## config.mk

```make
export PLATFORM = sky130hd
export DESIGN_NAME = lp_tx_framer
export DESIGN_NICKNAME = d
export VERILOG_FILES = /design/src/rtl/cbm_lp_pkg.sv /design/src/rtl/lp_crc16_16b.sv /design/src/rtl/lp_tx_framer.sv
export SDC_FILE = /design/constraint.sdc
export NUM_CORES = 1
export LEC_CHECK = 0
export CORE_UTILIZATION = 70
export CTS_BUF_LIST = sky130_fd_sc_hd__clkbuf_4
export CTS_CLUSTER_SIZE = 8
export DETAILED_ROUTE_END_ITERATION = 10
export DONT_BUFFER_PORTS = 1
export GPL_TIMING_DRIVEN = 1
export PLACE_DENSITY = 0.86
export SETUP_SLACK_MARGIN = 0.2
export SYNTH_ARGS = -nofsm -noshare
export SYNTH_HDL_FRONTEND = slang
export SYNTH_HIERARCHICAL = 1
export SYNTH_SLANG_ARGS = --single-unit
```

## constraint.sdc

```tcl
create_clock -name clk -period 5.5 [get_ports clk]
set_input_delay 0.275 -clock clk [delete_from_list [all_inputs] [get_ports clk]]
set_output_delay 0.275 -clock clk [all_outputs]
set_load 0.05 [all_outputs]
```

## src/rtl/cbm_lp_pkg.sv

```systemverilog
// Shared link-layer defines: 8b/10b K-characters, fixed word bytes, framer states and CRC constants.
package cbm_lp_pkg;

   localparam logic [7:0] K28_5 = 8'hBC;
   localparam logic [7:0] K27_7 = 8'hFB;
   localparam logic [7:0] K29_7 = 8'hFD;
   localparam logic [7:0] K30_7 = 8'hFE;
   localparam logic [7:0] K28_6 = 8'hDC;

   // Upper bytes of the idle and SOF words (sent second on the wire)
   localparam logic [7:0] IDLE_HI = 8'h50;
   localparam logic [7:0] SOF_HI  = 8'h01;

   localparam logic [15:0] CRC_INIT = 16'hFFFF;
   localparam logic [15:0] CRC_POLY = 16'h1021;

   typedef enum logic [2:0] {
      IDLE, SOF, PAY, CRC, EOF, DLM, ABORT
   } lp_state_t;

endpackage

```

## src/rtl/lp_crc16_16b.sv

```systemverilog
// One-word CRC-16 step: poly 0x1021, MSB-first, data bit 15 enters first.
module lp_crc16_16b
   import cbm_lp_pkg::*;
(
   input  logic [15:0] data,
   input  logic [15:0] crc,
   output logic [15:0] crc_next
);

   logic [15:0] c;

   always_comb begin
      c = crc;
      for (int i = 15; i >= 0; i--) begin
         if (c[15] ^ data[i]) c = {c[14:0], 1'b0} ^ CRC_POLY;
         else                 c = {c[14:0], 1'b0};
      end
      crc_next = c;
   end

endmodule

```

## src/rtl/lp_tx_framer.sv

```systemverilog
// Link TX framer: wraps source words as SOF / payload / CRC / EOF, interleaves DLMs and idles,
// and aborts the frame when the link drops.
module lp_tx_framer
   import cbm_lp_pkg::*;
#(
   parameter logic [7:0] ALIGN_CHAR = K28_5,
   parameter logic [7:0] SOF_CHAR   = K27_7,
   parameter logic [7:0] EOF_CHAR   = K29_7,
   parameter logic [7:0] ABORT_CHAR = K30_7,
   parameter logic [7:0] DLM_CHAR   = K28_6
) (
   input  logic        clk,
   input  logic        res,
   input  logic        link_active,
   input  logic        data2send_start,
   input  logic        data2send_end,
   input  logic [15:0] data2send,
   output logic        data2send_stop,
   input  logic        dlm2send_valid,
   input  logic [3:0]  dlm2send,
   output logic [15:0] tx_data,
   output logic [1:0]  tx_charisk
);

   lp_state_t   state, state_nx;
   logic [15:0] data_nx, hold, crc_q, crc_nx, crc_step, crc_din;
   logic [1:0]  k_nx;
   logic [3:0]  pend_type;
   logic        hold_end, last, last_nx, discard, discard_nx;
   logic        pend, run, idle_rdy, take_start, dlm_sent;

   // The SOF cycle folds in the held first word; PAY cycles fold in the live source word.
   assign crc_din = (state == SOF) ? hold : data2send;

   lp_crc16_16b u_crc (
      .data     (crc_din),
      .crc      (crc_q),
      .crc_next (crc_step)
   );

   // stop decodes registered state; only the IDLE qualification follows link_active in the same
   // cycle, so a start is never taken on a dead link. 'run' keeps stop high through reset.
   assign idle_rdy       = run && (state == IDLE) && link_active && !pend && !discard;
   assign data2send_stop = !(run && (discard || (state == PAY && !last) || idle_rdy));

   always_comb begin
      state_nx   = state;
      data_nx    = {IDLE_HI, ALIGN_CHAR};
      k_nx       = 2'b01;
      crc_nx     = crc_q;
      last_nx    = last;
      discard_nx = discard;
      take_start = 1'b0;
      dlm_sent   = 1'b0;

      if (discard && data2send_end) discard_nx = 1'b0;

      case (state)
         IDLE: begin
            if (pend) begin
               state_nx = DLM;
               data_nx  = {4'h0, pend_type, DLM_CHAR};
               dlm_sent = 1'b1;
            end else if (idle_rdy && data2send_start) begin
               state_nx   = SOF;
               data_nx    = {SOF_HI, SOF_CHAR};
               crc_nx     = CRC_INIT;
               take_start = 1'b1;
            end
         end
         SOF: begin
            if (!link_active) begin
               state_nx   = ABORT;
               data_nx    = {ABORT_CHAR, ABORT_CHAR};
               k_nx       = 2'b11;
               discard_nx = !hold_end;
            end else begin
               state_nx = PAY;
               data_nx  = hold;
               k_nx     = 2'b00;
               crc_nx   = crc_step;
               last_nx  = hold_end;
            end
         end
         PAY: begin
            if (!link_active) begin
               // Any word taken this cycle is dropped; keep draining unless it closed the frame.
               state_nx   = ABORT;
               data_nx    = {ABORT_CHAR, ABORT_CHAR};
               k_nx       = 2'b11;
               last_nx    = 1'b0;
               discard_nx = !last && !data2send_end;
            end else if (last) begin
               state_nx = CRC;
               data_nx  = crc_q;
               k_nx     = 2'b00;
               last_nx  = 1'b0;
            end else begin
               data_nx = data2send;
               k_nx    = 2'b00;
               crc_nx  = crc_step;
               last_nx = data2send_end;
            end
         end
         CRC: begin
            state_nx = EOF;
            data_nx  = {EOF_CHAR, EOF_CHAR};
            k_nx     = 2'b11;
         end
         default: state_nx = IDLE;
      endcase
   end

   always_ff @(posedge clk or posedge res) begin
      if (res) begin
         state      <= IDLE;
         tx_data    <= {IDLE_HI, ALIGN_CHAR};
         tx_charisk <= 2'b01;
         crc_q      <= CRC_INIT;
         pend       <= 1'b0;
         pend_type  <= 4'h0;
         discard    <= 1'b0;
         last       <= 1'b0;
         hold       <= 16'h0000;
         hold_end   <= 1'b0;
         run        <= 1'b0;
      end else begin
         state      <= state_nx;
         tx_data    <= data_nx;
         tx_charisk <= k_nx;
         crc_q      <= crc_nx;
         discard    <= discard_nx;
         last       <= last_nx;
         run        <= 1'b1;
         if (take_start) begin
            hold     <= data2send;
            hold_end <= data2send_end;
         end
         // A fresh request wins over the clear from sending the previous one
         if (dlm2send_valid) begin
            pend      <= 1'b1;
            pend_type <= dlm2send;
         end else if (dlm_sent) begin
            pend <= 1'b0;
         end
      end
   end

endmodule

```

# Word level (Yosys, flattened, before mapping)
# Cells that the tools add are included.
# word_totals
ff_bits	62
in_bits	26
elab_cells	130
# op_classes
eq_ne	10
reduce_logical	25
n_bitwise	32
n_mux	52
# ops
operator	count
2-to-1 mux 13 bit	16
2-to-1 mux 16 bit	9
one-hot mux 16 bit (4 select lines)	1
NOT 3 bit	16
one-hot mux 16 bit (3 select lines)	1
2-to-1 mux 15 bit	2
XOR 1 bit	16
2-to-1 mux 3 bit	5
2-to-1 mux 1 bit	13
one-hot mux 3 bit (4 select lines)	1
logical AND 1 bit	9
!= test 2 bit, second input constant	4
== test 3 x 2 -> 1 bit, second input constant	2
logical NOT 1 bit	6
AND reduction 6 bit	1
one-hot mux 1 bit (2 select lines)	2
one-hot mux 2 bit (2 select lines)	1
AND reduction 2 bit	2
nonzero test 2 bit	2
== test 3 x 1 -> 1 bit, second input constant	1
logical NOT 3 bit	1
!= test 3 x 2 -> 1 bit, second input constant	1
!= test 3 bit, second input constant	1
nonzero test 3 bit	1
4 further kinds	5

# Depth between registers and ports, before layout
# depth
depth_word	37
mapped_depth	11
depth_no_buf	9

# By module
# Netlist, hierarchy kept.
# by_module_without_submodules
mod	cells_per_inst	n_inst	area_per_inst_um2
lp_tx_framer	280	1	3261.9
lp_crc16_16b	50	1	559.3

# Worst setup path after synthesis
# OpenSTA, ideal clock, no wires.
# synth_path
path_kind	register -> register
startpoint	register state[1]
endpoint	register crc_q[8]
n_path_buf	2
setup_time_ns	0.075
arrival_time_ns	2.766
required_ns	5.425
setup_slack_ns	2.659
stages_incl_launch_ff	11
path_cell_list	dfrtp_1 buf_2 nor3b_2 buf_2 mux2_2 xnor2_1 xor3_2 xnor2_1 xor2_1 inv_1 mux2i_1
# synth_via
word_cells_on_any_way	45
cone_classes	eq/ne (7); mux (21); bitwise (9); reduce/logical (8)
# synth_rtl
item	line	rtl
start, declared	lp_tx_framer.sv:25	lp_state_t state, state_nx;
start signal, assigned	lp_tx_framer.sv:128	state <= state_nx;
== test 3 x 1 -> 1 bit (*)	lp_tx_framer.sv:33	assign crc_din = (state == SOF) ? hold : data2send;
2-to-1 mux 16 bit (*)	lp_tx_framer.sv:33	
via crc_din[11]	lp_tx_framer.sv:26	logic [15:0] data_nx, hold, crc_q, crc_nx, crc_step, crc_din;
XOR 1 bit (*)	lp_crc16_16b.sv:15	if (c[15] ^ data[i]) c = {c[14:0], 1'b0} ^ CRC_POLY;
2-to-1 mux 13 bit (*)	lp_crc16_16b.sv:15	
XOR 1 bit (*)	lp_crc16_16b.sv:15	
2-to-1 mux 13 bit (*)	lp_crc16_16b.sv:15	
XOR 1 bit (*)	lp_crc16_16b.sv:15	
2-to-1 mux 13 bit (*) (4 in series)	lp_crc16_16b.sv:15	
via crc_step[8]	lp_tx_framer.sv:26	
2-to-1 mux 16 bit	lp_tx_framer.sv:93	end else if (last) begin
2-to-1 mux 16 bit	lp_tx_framer.sv:86	if (!link_active) begin
one-hot mux 16 bit (3 select lines) (*)	lp_tx_framer.sv:58	case (state)
end signal, assigned	lp_tx_framer.sv:131	crc_q <= crc_nx;
end, declared	lp_tx_framer.sv:26	
# The timed path passes the listed nets; every way through them passes the cells marked *. The select of a mux whose other input is x is not followed.
# A chain may end at the register's enable or synchronous reset.

# Worst setup path after layout
# layout_path
startpoint	register state[0]
endpoint	register crc_q[8]
# layout_via
word_cells_on_any_way	45
cone_classes	eq/ne (7); mux (21); bitwise (9); reduce/logical (8)
# layout_rtl
item	line
== test 3 x 1 -> 1 bit (*)	lp_tx_framer.sv:33
2-to-1 mux 16 bit (*)	lp_tx_framer.sv:33
via crc_din[15]	lp_tx_framer.sv:26
XOR 1 bit (*)	lp_crc16_16b.sv:15
2-to-1 mux 13 bit (*)	lp_crc16_16b.sv:15
XOR 1 bit (*)	lp_crc16_16b.sv:15
2-to-1 mux 13 bit (*)	lp_crc16_16b.sv:15
XOR 1 bit (*)	lp_crc16_16b.sv:15
2-to-1 mux 13 bit (*)	lp_crc16_16b.sv:15
XOR 1 bit (*)	lp_crc16_16b.sv:15
2-to-1 mux 13 bit (*) (4 in series)	lp_crc16_16b.sv:15
via crc_step[8]	lp_tx_framer.sv:26
2-to-1 mux 16 bit	lp_tx_framer.sv:93
2-to-1 mux 16 bit	lp_tx_framer.sv:86
one-hot mux 16 bit (3 select lines) (*)	lp_tx_framer.sv:58
# Marked as above.

==> results.json <==
{
  "yosysWarnings": 6,
  "grt_pass1_wl_um": 13390,
  "portBuffers": 0,
  "cp-start-kind": "register",
  "fin_ws_ns": 1.598,
  "crit_arrival_ns": 4.23,
  "synthToLayoutAreaGrowth_pct": 7.891,
  "cp-end-kind": "register",
  "clock_sinks": 62,
  "fp.dieH_um": 75.89,
  "max_slew_margin_pct": 30.62,
  "ant_nets": 0,
  "ys_ff_latch": 62,
  "die_x_um": 75.89,
  "antenna_found_initial": 0,
  "antenna_cells": 0,
  "nFillCells": 293,
  "yosysTopAreaCell": "dfrtp_1",
  "syn_inst": 330,
  "synthTopCellsByArea": "dfrtp_1 (25%), dfstp_2 (17%), mux2_2 (10%), xnor2_1 (6.9%), mux2i_1 (6.3%)",
  "min_period_over_period_pct": 70.94,
  "drt_iter0_markers": 250,
  "critPathTopFamily": "XOR/XNOR gates",
  "io-pin-count": 45,
  "vias": 2622,
  "wl_um": 8408,
  "utilization_pct": 79.70,
  "cts_tree": "done",
  "dp_hpwl_um": 5400,
  "cts-buffers-inserted": 9,
  "cpPeakStageDelay_ns": 0.86,
  "async_flop_share_pct": 100.0,
  "worst-path-max-fanout": 26,
  "drtPass1Iterations": 5,
  "clk_pin_slew_worst_paths_ns": 0.10,
  "critPathRequiredTime_ns": 5.83,
  "grt_usage_pct": 32.74,
  "synth-edff-count": 0,
  "postCtsSetupBuffers": 0,
  "insertion_delay_ns": 0.41,
  "dieArea_um2": 5759,
  "path_class": "register to register",
  "nets": 367,
  "path_buf_inv": 2,
  "skew_ns": 0.005208,
  "drt-vias-per-instance": 6.303,
  "whs_ns": 0.01767,
  "min_period_ns": 3.902,
  "crit_path_cell_trace": "nor3b_2 -> buf_4 -> mux2_2 -> xor2_2 -> xor3_2 -> xnor2_1 -> xor2_1 -> inv_1 -> mux2i_1",
  "final_cell_mix": "dfrtp_1 (38), mux2_2 (35), xnor2_1 (30)",
  "htree_levels": 3,
  "tightest_slew_ns": 1.041,
  "gp_congestion": 0.8636,
  "maxSlewViolCount": 0,
  "crit_path_top_delay_cell": "dfrtp_1",
  "start_util_pct": 73.88,
  "dp_slack_ns": 1.647,
  "clock_path_buffers": 2,
  "route.detailed.drc": 0,
  "grt_pass1_vias": 2632,
  "setup_viol": 0,
  "synthFlopType": "dfrtp_1",
  "syn_avg_cell_area_um2": 11.58,
  "yosysSeqAreaShare_pct": 41.39,
  "fin_tns_setup_ns": 0,
  "syn_area_um2": 3821,
  "synth_top_area_share_pct": 24.89,
  "status": "finished, final reports clean",
  "mostFrequentLayoutCell": "dfrtp_1",
  "max_freq_mhz": 256.3,
  "num_rows": 26,
  "ys_types": 54,
  "finalHoldViolations": 0,
  "root_buffer": "clkbuf_4",
  "overflow": 0,
  "drive_gt1_share_pct": 29.19,
  "reg2reg_slack_ns": 1.60,
  "synth_nets": 356,
  "coreArea_um2": 5172,
  "drv_cap": 0,
  "wl_per_cell_um": 20.21,
  "min_path_type": "input port to register",
  "grt_max_degree": 63,
  "rsz0062_at_grt": "no"
}
-- final timing paths --
| check | to | start | cells after the start |
|---|---|---|---|
| worst max-delay path | crc_q[8] | state[0] | 9 |
| worst min-delay path | hold_end | data2send_end | 1 |
| worst max register to register | crc_q[8] | state[0] | 9 |
| worst min register to register | hold[1] | hold[1] | 1 |
| max in group asynchronous | hold[14] | res | 3 |
| min in group asynchronous | tx_data[11] | res | 3 |
-- flip-flops by register name (all words and copies together) (netlist names) --
register,flops
pend_type,4
hold,16
discard,1
tx_charisk,2
pend,1
run,1
last,1
tx_data,16
crc_q,16
state,3
hold_end,1
-- routing by layer --
metal	global-route usage, %	vias up	share of wire [%]
met1	41.82	1283	41
met3	10.45	34	6.2
met2	49.95	120	49
li1	-	1185	-
met4	16.87	0	3.4
met5	0	-	0
-- Yosys cell counts, types with 2 or more instances --
| master | count |
|---|---|
| a2111oi_0 | 2 |
| a211o_1 | 6 |
| a21oi_1 | 27 |
| a221o_1 | 4 |
| a22oi_1 | 3 |
| a31oi_1 | 2 |
| buf_2 | 7 |
| buf_4 | 5 |
| buf_6 | 2 |
| clkbuf_1 | 6 |
| dfrtp_1 | 38 |
| dfstp_2 | 24 |
| inv_1 | 22 |
| mux2_2 | 35 |
| mux2_4 | 8 |
| mux2i_1 | 24 |
| nand2_1 | 7 |
| nand2b_1 | 5 |
| nand4b_1 | 2 |
| nor2_1 | 4 |
| nor2b_1 | 4 |
| nor3_1 | 2 |
| nor3b_2 | 2 |
| o211ai_1 | 2 |
| o21ai_0 | 13 |
| o2bb2ai_1 | 2 |
| or3b_2 | 2 |
| xnor2_1 | 30 |
| xnor2_2 | 2 |
| xnor3_1 | 3 |
| xor2_1 | 11 |
| xor2_2 | 2 |
-- area by class of cell --
type / count / area, um^2 / area share, %
clock buffers: 9 / 67.56 / 1.639
clock inverters: 7 / 65.06 / 1.578
inverters: 22 / 82.58 / 2.003
multi-input cells: 225 / 2036 / 49.38
flip-flops and latches: 62 / 1582 / 38.36
well taps: 70 / 87.58 / 2.124
repair buffers: 21 / 202.7 / 4.917
-- worst reg2reg max path, cell delays in order, from the launching register on --
cell     delay, ns
dfrtp_1       0.86
nor3b_2       0.68
buf_4         0.35
mux2_2        0.39
xor2_2        0.32
xor3_2        0.54
xnor2_1       0.33
xor2_1        0.18
inv_1         0.05
mux2i_1       0.14
-- what timing repair did --
item                                    4_1_cts  5_1_grt
endpoints found under the hold margin        52        3
gates resized for setup                       0        0
hold buffers                                 15        3
endpoints found under the setup margin        0        0
-- kinds of logic after synthesis --
family / synth area share [%]
AOI/OAI and AO/OA: 12.12
xor gates and xnor gates: 14.87
buffers and inverters: 5.337
DFF: 41.39
muxes: 19.74
other: 0.09814
and+or+nand+nor: 6.451
-- through the flow --
stage | cells | cell area (um^2)
after detailed placement | 382 | 3810
after floorplan | 330 | 3821
after CTS | 413 | 4093
after global routing | 416 | 4123
after global placement | 382 | 3810
final | 416 | 4123
Power is not shown: default switching activity piles up to over one toggle a cycle in this logic, so the estimate is an artifact.
